### src/rtl/seqgen_pkg.sv
// Shared definitions for the serial sequence generator: state encoding,
// default geometry and the even-parity helper.
// Optional build macro: SEQGEN_PARITY_EN (adds the PAR state).
package seqgen_pkg;

   localparam int DEF_PAT_W   = 4;
   localparam int DEF_CNT_W   = 4;
   localparam int DEF_GAP_LEN = 2;

   typedef enum logic [2:0] {
      ST_IDLE = 3'd0,
      ST_SEND = 3'd1,
`ifdef SEQGEN_PARITY_EN
      ST_PAR  = 3'd2,
`endif
      ST_GAP  = 3'd3,
      ST_DONE = 3'd4
   } state_t;

   // Even parity bit: 1 when the word holds an odd number of ones.
   function automatic logic even_parity(input logic [63:0] v);
      return ^v;
   endfunction

endpackage

### src/rtl/sequence_generator_if.sv
// Request/stream bundle between a pattern source and the generator.
//
// Handshake: a request is accepted on the rising clk edge where
// start=1 and ready=1; pattern/reps are captured on that edge only.
// start while ready=0 is dropped, never queued. x_valid qualifies x
// one bit per clock; done pulses once when a request has finished.
interface sequence_generator_if
   import seqgen_pkg::*;
#(
   parameter int PAT_W = DEF_PAT_W,
   parameter int CNT_W = DEF_CNT_W
);
   logic             start;
   logic [PAT_W-1:0] pattern;
   logic [CNT_W-1:0] reps;
   logic             ready;
   logic             x;
   logic             x_valid;
   logic             busy;
   logic             done;

   modport master (
      output start, pattern, reps,
      input  ready, x, x_valid, busy, done
   );

   modport slave (
      input  start, pattern, reps,
      output ready, x, x_valid, busy, done
   );
endinterface

### src/rtl/seqgen_shifter.sv
// Loadable MSB-first serialiser. sout is a register holding the bit
// currently on the line; it drops to 0 in any cycle that neither loads
// nor shifts, so the line is quiet outside bursts.
module seqgen_shifter #(
   parameter int PAT_W = 4
) (
   input  logic             clk,
   input  logic             clr_n,
   input  logic             load,
   input  logic             shift,
   input  logic [PAT_W-1:0] load_val,
   output logic             sout,
   output logic             last
);
   localparam int CNT_BITS = $clog2(PAT_W);
   localparam logic [CNT_BITS-1:0] CNT_MAX = CNT_BITS'(PAT_W - 1);

   logic [PAT_W-1:0]    rest_q;   // bits still to send, next one at MSB
   logic [CNT_BITS-1:0] cnt_q;    // bits remaining after the one on sout

   assign last = (cnt_q == '0);

   // Present the MSB on load, then step one bit per shift.
   always_ff @(posedge clk) begin
      if (!clr_n) begin
         sout   <= 1'b0;
         rest_q <= '0;
         cnt_q  <= '0;
      end else if (load) begin
         sout   <= load_val[PAT_W-1];
         rest_q <= {load_val[PAT_W-2:0], 1'b0};
         cnt_q  <= CNT_MAX;
      end else if (shift) begin
         sout   <= rest_q[PAT_W-1];
         rest_q <= {rest_q[PAT_W-2:0], 1'b0};
         cnt_q  <= cnt_q - CNT_BITS'(1);
      end else begin
         sout   <= 1'b0;
      end
   end
endmodule

### src/rtl/sequence_generator.sv
// Serial pattern generator: sends a captured pattern MSB-first, reps
// times, with GAP_LEN idle cycles between repetitions, then pulses done.
// Optional build macro: SEQGEN_PARITY_EN appends an even-parity bit to
// every repetition.
module sequence_generator
   import seqgen_pkg::*;
#(
   parameter int PAT_W   = DEF_PAT_W,
   parameter int CNT_W   = DEF_CNT_W,
   parameter int GAP_LEN = DEF_GAP_LEN
) (
   input  logic                 clk,
   input  logic                 clr_n,
   sequence_generator_if.slave  bus,
   output state_t               dbg_state
);
   localparam int GAP_W = (GAP_LEN > 1) ? $clog2(GAP_LEN) : 1;
   localparam logic [GAP_W-1:0] GAP_LAST = (GAP_LEN > 0) ? GAP_W'(GAP_LEN - 1) : '0;

   state_t           state_q, state_n;
   logic [PAT_W-1:0] cap_q;      // pattern copy used for reloads
   logic [CNT_W-1:0] rep_q;      // repetitions left, including current
   logic [GAP_W-1:0] gap_q;      // idle cycles left after this one

   logic             sh_load, sh_shift, sh_last, sout;
   logic [PAT_W-1:0] ld_val;
   logic             cap_en, rep_ld, rep_dec, gap_ld, gap_dec, rep_end;

   logic             ready_q, x_valid_q, busy_q, done_q;
`ifdef SEQGEN_PARITY_EN
   logic             par_q;
`endif

   seqgen_shifter #(.PAT_W(PAT_W)) u_shifter (
      .clk      (clk),
      .clr_n    (clr_n),
      .load     (sh_load),
      .shift    (sh_shift),
      .load_val (ld_val),
      .sout     (sout),
      .last     (sh_last)
   );

   // Next-state and datapath control; end-of-repetition handled once below.
   always_comb begin
      state_n  = state_q;
      sh_load  = 1'b0;
      sh_shift = 1'b0;
      ld_val   = cap_q;
      cap_en   = 1'b0;
      rep_ld   = 1'b0;
      rep_dec  = 1'b0;
      gap_ld   = 1'b0;
      gap_dec  = 1'b0;
      rep_end  = 1'b0;
      case (state_q)
         ST_IDLE: begin
            if (bus.start) begin
               state_n = ST_SEND;
               sh_load = 1'b1;
               ld_val  = bus.pattern;
               cap_en  = 1'b1;
               rep_ld  = 1'b1;
            end
         end
         ST_SEND: begin
            if (!sh_last) begin
               sh_shift = 1'b1;
            end else begin
`ifdef SEQGEN_PARITY_EN
               state_n = ST_PAR;
`else
               rep_end = 1'b1;
`endif
            end
         end
`ifdef SEQGEN_PARITY_EN
         ST_PAR: rep_end = 1'b1;
`endif
         ST_GAP: begin
            if (gap_q == '0) begin
               state_n = ST_SEND;
               sh_load = 1'b1;
            end else begin
               gap_dec = 1'b1;
            end
         end
         ST_DONE: state_n = ST_IDLE;
         default: state_n = ST_IDLE;
      endcase
      if (rep_end) begin
         if (rep_q > CNT_W'(1)) begin
            rep_dec = 1'b1;
            if (GAP_LEN == 0) begin
               state_n = ST_SEND;
               sh_load = 1'b1;
            end else begin
               state_n = ST_GAP;
               gap_ld  = 1'b1;
            end
         end else begin
            state_n = ST_DONE;
         end
      end
   end

   // State, captured pattern and repetition/gap counters.
   always_ff @(posedge clk) begin
      if (!clr_n) begin
         state_q <= ST_IDLE;
         cap_q   <= '0;
         rep_q   <= '0;
         gap_q   <= '0;
      end else begin
         state_q <= state_n;
         if (cap_en) cap_q <= bus.pattern;
         if (rep_ld)       rep_q <= (bus.reps == '0) ? CNT_W'(1) : bus.reps;
         else if (rep_dec) rep_q <= rep_q - CNT_W'(1);
         if (gap_ld)       gap_q <= GAP_LAST;
         else if (gap_dec) gap_q <= gap_q - GAP_W'(1);
      end
   end

   // Status outputs registered from the next state so they line up with x.
   always_ff @(posedge clk) begin
      if (!clr_n) begin
         ready_q   <= 1'b1;
         x_valid_q <= 1'b0;
         busy_q    <= 1'b0;
         done_q    <= 1'b0;
`ifdef SEQGEN_PARITY_EN
         par_q     <= 1'b0;
`endif
      end else begin
         ready_q   <= (state_n == ST_IDLE);
         busy_q    <= (state_n != ST_IDLE);
         done_q    <= (state_n == ST_DONE);
`ifdef SEQGEN_PARITY_EN
         x_valid_q <= (state_n == ST_SEND) || (state_n == ST_PAR);
         par_q     <= (state_n == ST_PAR) ? even_parity(64'(cap_q)) : 1'b0;
`else
         x_valid_q <= (state_n == ST_SEND);
`endif
      end
   end

   // Shifter output is zero outside SEND, so the parity flop can be ORed in.
`ifdef SEQGEN_PARITY_EN
   assign bus.x     = sout | par_q;
`else
   assign bus.x     = sout;
`endif
   assign bus.x_valid = x_valid_q;
   assign bus.ready   = ready_q;
   assign bus.busy    = busy_q;
   assign bus.done    = done_q;
   assign dbg_state   = state_q;
endmodule

### src/flat_wrapper.sv
// flat-port wrapper written by rule: the top's interface ports become plain ports
module sequence_generator_flat import seqgen_pkg::*;
#(
   parameter int PAT_W   = DEF_PAT_W,
   parameter int CNT_W   = DEF_CNT_W,
   parameter int GAP_LEN = DEF_GAP_LEN
)
  (clk, clr_n, dbg_state, bus_start, bus_pattern, bus_reps, bus_ready, bus_x, bus_x_valid, bus_busy, bus_done);
  sequence_generator_if #(.PAT_W(PAT_W), .CNT_W(CNT_W)) bus_i ();
  input  logic clk;
  input  logic clr_n;
  output state_t dbg_state;
  input wire logic [$bits(bus_i.start)-1:0] bus_start;
  input wire logic [$bits(bus_i.pattern)-1:0] bus_pattern;
  input wire logic [$bits(bus_i.reps)-1:0] bus_reps;
  output wire logic [$bits(bus_i.ready)-1:0] bus_ready;
  output wire logic [$bits(bus_i.x)-1:0] bus_x;
  output wire logic [$bits(bus_i.x_valid)-1:0] bus_x_valid;
  output wire logic [$bits(bus_i.busy)-1:0] bus_busy;
  output wire logic [$bits(bus_i.done)-1:0] bus_done;
  assign bus_i.start = bus_start;
  assign bus_i.pattern = bus_pattern;
  assign bus_i.reps = bus_reps;
  assign bus_ready = bus_i.ready;
  assign bus_x = bus_i.x;
  assign bus_x_valid = bus_i.x_valid;
  assign bus_busy = bus_i.busy;
  assign bus_done = bus_i.done;
  sequence_generator #(.PAT_W(PAT_W), .CNT_W(CNT_W), .GAP_LEN(GAP_LEN)) u_core (.clk(clk), .clr_n(clr_n), .bus(bus_i), .dbg_state(dbg_state));
endmodule
### config.mk
export PLATFORM = sky130hd
export DESIGN_NAME = sequence_generator_flat
export DESIGN_NICKNAME = d
export VERILOG_FILES = /design/src/rtl/seqgen_pkg.sv /design/src/rtl/sequence_generator_if.sv /design/src/rtl/seqgen_shifter.sv /design/src/rtl/sequence_generator.sv /design/src/flat_wrapper.sv
export SDC_FILE = /design/constraint.sdc
export NUM_CORES = 1
export LEC_CHECK = 0
export ABC_CLOCK_PERIOD_IN_PS = 2150
export BUFFER_PORTS_ARGS = -buffer_cell sky130_fd_sc_hd__buf_2
export CORE_ASPECT_RATIO = 1.25
export CORE_MARGIN = 3
export CORE_UTILIZATION = 40
export CTS_CLUSTER_DIAMETER = 30
export DETAILED_ROUTE_END_ITERATION = 8
export GPL_TIMING_DRIVEN = 1
export SLEW_MARGIN = 20
export SYNTH_ARGS = -nofsm -noshare
export SYNTH_HDL_FRONTEND = slang
export SYNTH_SLANG_ARGS = --single-unit
### constraint.sdc
create_clock -name clk -period 2.15 [get_ports clk]
set_clock_uncertainty 0.1 [all_clocks]
set_input_delay 0.215 -clock clk [delete_from_list [all_inputs] [get_ports clk]]
set_output_delay 0.215 -clock clk [all_outputs]
set_load 0.02 [all_outputs]
==> impl_results.md <==
* Status: complete, no violations
* DRT Pass-1 Iters at 4
* Largest area contributor in the netlist: dfxtp_1
* Max incr delay on CP at 0.79 ns
* Grt total ovfl at 0
* Endpoints failing hold at 0
* Worst hold start: bus_reps[1]
* CP top delay family: simple AND/OR/NAND/NOR gates
* Rows at 19
* Share of layout cells above drive strength 1 at 22.0%
* Vias in the first global route at 794
* Fillers at 232
* #FFs+latches synth at 22
* Final design utilization at 49.0%
* Post-synth top flop: dfxtp_1
* Cells after Synth at 110
* Chip width at 50.5 um
* Pleak at 0.510 nW
* Largest cells by area after synthesis: dfxtp_1 45%, mux2i_1 6.1%, a21oi_1 4.6%
* Fmax at 522 MHz
* Total GRT Usage at 13.6%
* Worst setup EP type: flip-flop
* Worst R2R Start: u_core.dbg_state[2]$_SDFF_PN0_
* Area Growth Syn to Fin at 12.9%
* Tcrit/Tclk final at 89.1%
* Via count at 819
* Number of nets with antenna violations after routing at 0
* Arr. time, crit path at 2.00 ns
* Power Density at 845 nW/um^2
* Die height at 61.6 um
* Synth async-reset ratio at 0%
* Max_cap viols at 0
* DP HPWL at 1.40 mm
* Slew Limit Fails at 0
* Critical Path Start: u_core.dbg_state[2]$_SDFF_PN0_
* Post-synth EDFFs at 0
* Setup TNS Final at 0 ns
* Post-CTS resize count at 0
* H-tree lvl count at 1
* Max VDD drop at 0.000409 V
* N_diodes at 0
* Critical-path cell list: or4b_1, mux2i_1, a2bb2oi_1, nor2_1
* DR WL/cell at 11.6 um
* Syn Nets at 124
* Gpl congestion at 0.858
* Post-synthesis sequential area ratio at 44.5%
* Synth top cells by count: 22 x dfxtp_1, 10 x inv_1, 9 x a21oi_1, 9 x o21ai_0, 8 x nor2_1
* Kind of critical path: reg -> reg
* Max_slew headroom at 69.1%
* PortBufs at 18
* Worst Hold Class: in -> reg
* First-pass GRT wire length at 3.22 mm
* Cells after DPL at 155
* Vias per cell at 5.18
* Syn avg cell area at 9.00 um^2
* Slowest CP cell: or4b_1
* Sink Count at 22
* Min Tclk post-route at 1.92 ns
* TritonCTS Buffers at 3
* CP Max Fanout at 12
* CTS tree: yes
* Cts hold-fix bufs at 0
* Worst Path Required at 2.23 ns
* I/O pin total at 19
* RSZ-0062 raised after global routing: false
* Setup crit start kind: flip-flop
* Top-count cell post-synth: dfxtp_1
* Synth top area share at 44.5%
* Die ar. at 3110 um^2
* Max clock buf depth at 2
* Reg clk slew, reported paths at 0.12 ns
* Fin cells at 158
* Initial antenna violation count at 0
* Nets at 143
* Total core area at 2280 um^2
* Syn. warnings at 0
* Post-CTS Setup Bufs at 0
* DRC at 0
* 1st-iter DRT viols at 9
* DRT Wirelength at 1.83 mm
* Slew @ Worst Pin at 0.463 ns
* Largest net degree at the start of global routing at 13
* Number of library cell types mapped by synthesis at 32
* Mapped cell area at 990 um^2
* Worst path buffer plus inverter count at 0
* Clock latency at the later pin of the worst-skew pair at 0.29 ns
* Initial core utilization at 43.4%
* Root buf cell: clkbuf_4
* Final setup violating endpoints at 0
cell usage in the layout, fill, tap and decap left out, types with 2 or more instances in the layout:
cell      Yosys  routed
a21o_1        3       3
a21oi_1       9       9
a31oi_1       2       2
and3_1        4       4
buf_2         1      18
buf_4         0       2
clkbuf_4      0       3
dfxtp_1      22      22
ha_1          3       3
inv_1        10      10
mux2i_1       6       6
nand2_1       7       7
nor2_1        8       8
nor3_1        2       2
o21ai_0       9       9
or3_1         2       2
xnor2_1       2       2
layout make-up:
type / instances / area (um^2) / area share [%]
Timing Repair Buffer: 20 / 105 / 9.41
Sequential cell: 22 / 440 / 39.4
Tap cell: 31 / 38.8 / 3.47
Inverter: 10 / 37.5 / 3.36
Multi-Input combinational cell: 72 / 473 / 42.3
Clock buffer: 3 / 22.5 / 2.02
state kept, by name, summed over array words and instances, names as in the netlist, 2 cells and up:
register,flops
u_core.u_shifter.rest_q,3
u_core.u_shifter.cnt_q,2
u_core.dbg_state,3
u_core.cap_q,4
u_core.rep_q,4
path summary, 6_finish.rpt:
check	cells past startpoint	slack, ns	to
min	3	0.08	u_core.rep_q[1]$_SDFFE_PN0P_
min reg2reg	2	0.39	u_core.gap_q$_SDFFE_PN0P_
max	4	0.23	u_core.u_shifter.sout$_SDFF_PN0_
max reg2reg	4	0.23	u_core.u_shifter.sout$_SDFF_PN0_
stage by stage:
stage	hold WS (ns)	total power, mW	worst slack (ns)	area, um^2
2_1_floorplan	0.265	0.712	0.251	990
3_3_place_gp	0.377	0.771	0.298	1090
3_5_place_dp	0.376	0.775	0.242	1090
4_1_cts	0.0672	0.954	0.223	1120
5_1_grt	0.0905	1.01	0.126	1120
6_report	0.0755	0.944	0.234	1120
worst min-delay path: stages:
cell and delay (ns):
buf_2 0.10, nand2_1 0.05, o22ai_1 0.06
power by group:
| part | switching [mW] | internal, mW | leakage (nW) |
|---|---|---|---|
| Clock | 0.114 | 0.0651 | 0.0138 |
| Sequential | 0.0300 | 0.460 | 0.182 |
| Combinational | 0.154 | 0.120 | 0.315 |
cell families (layout without fill, tap and decap cells):
logic type                 count (synthesis)  count (layout)  share of synthesized area [%]
AOI/OAI and AO/OA                         27              27                           15.8
xor gates and xnor gates                   2               2                           1.77
adders and majority gates                  3               3                           3.79
buffers and inverters                     16              33                           7.71
DFF                                       22              22                           44.5
muxes                                      7               7                           7.21
and+or+nand+nor                           33              33                           19.2
per-layer routing:
| layer | vias to the layer above | wire (um) | track usage [%] |
|---|---|---|---|
| li1 | 412 | - | - |
| met1 | 382 | 767 | 14.4 |
| met2 | 21 | 914 | 24.1 |
| met3 | 4 | 108 | 3.87 |
| met4 | 0 | 35 | 8.46 |
| met5 | - | 0 | 0 |
No activity file was read; power rests on OpenSTA's default activity.
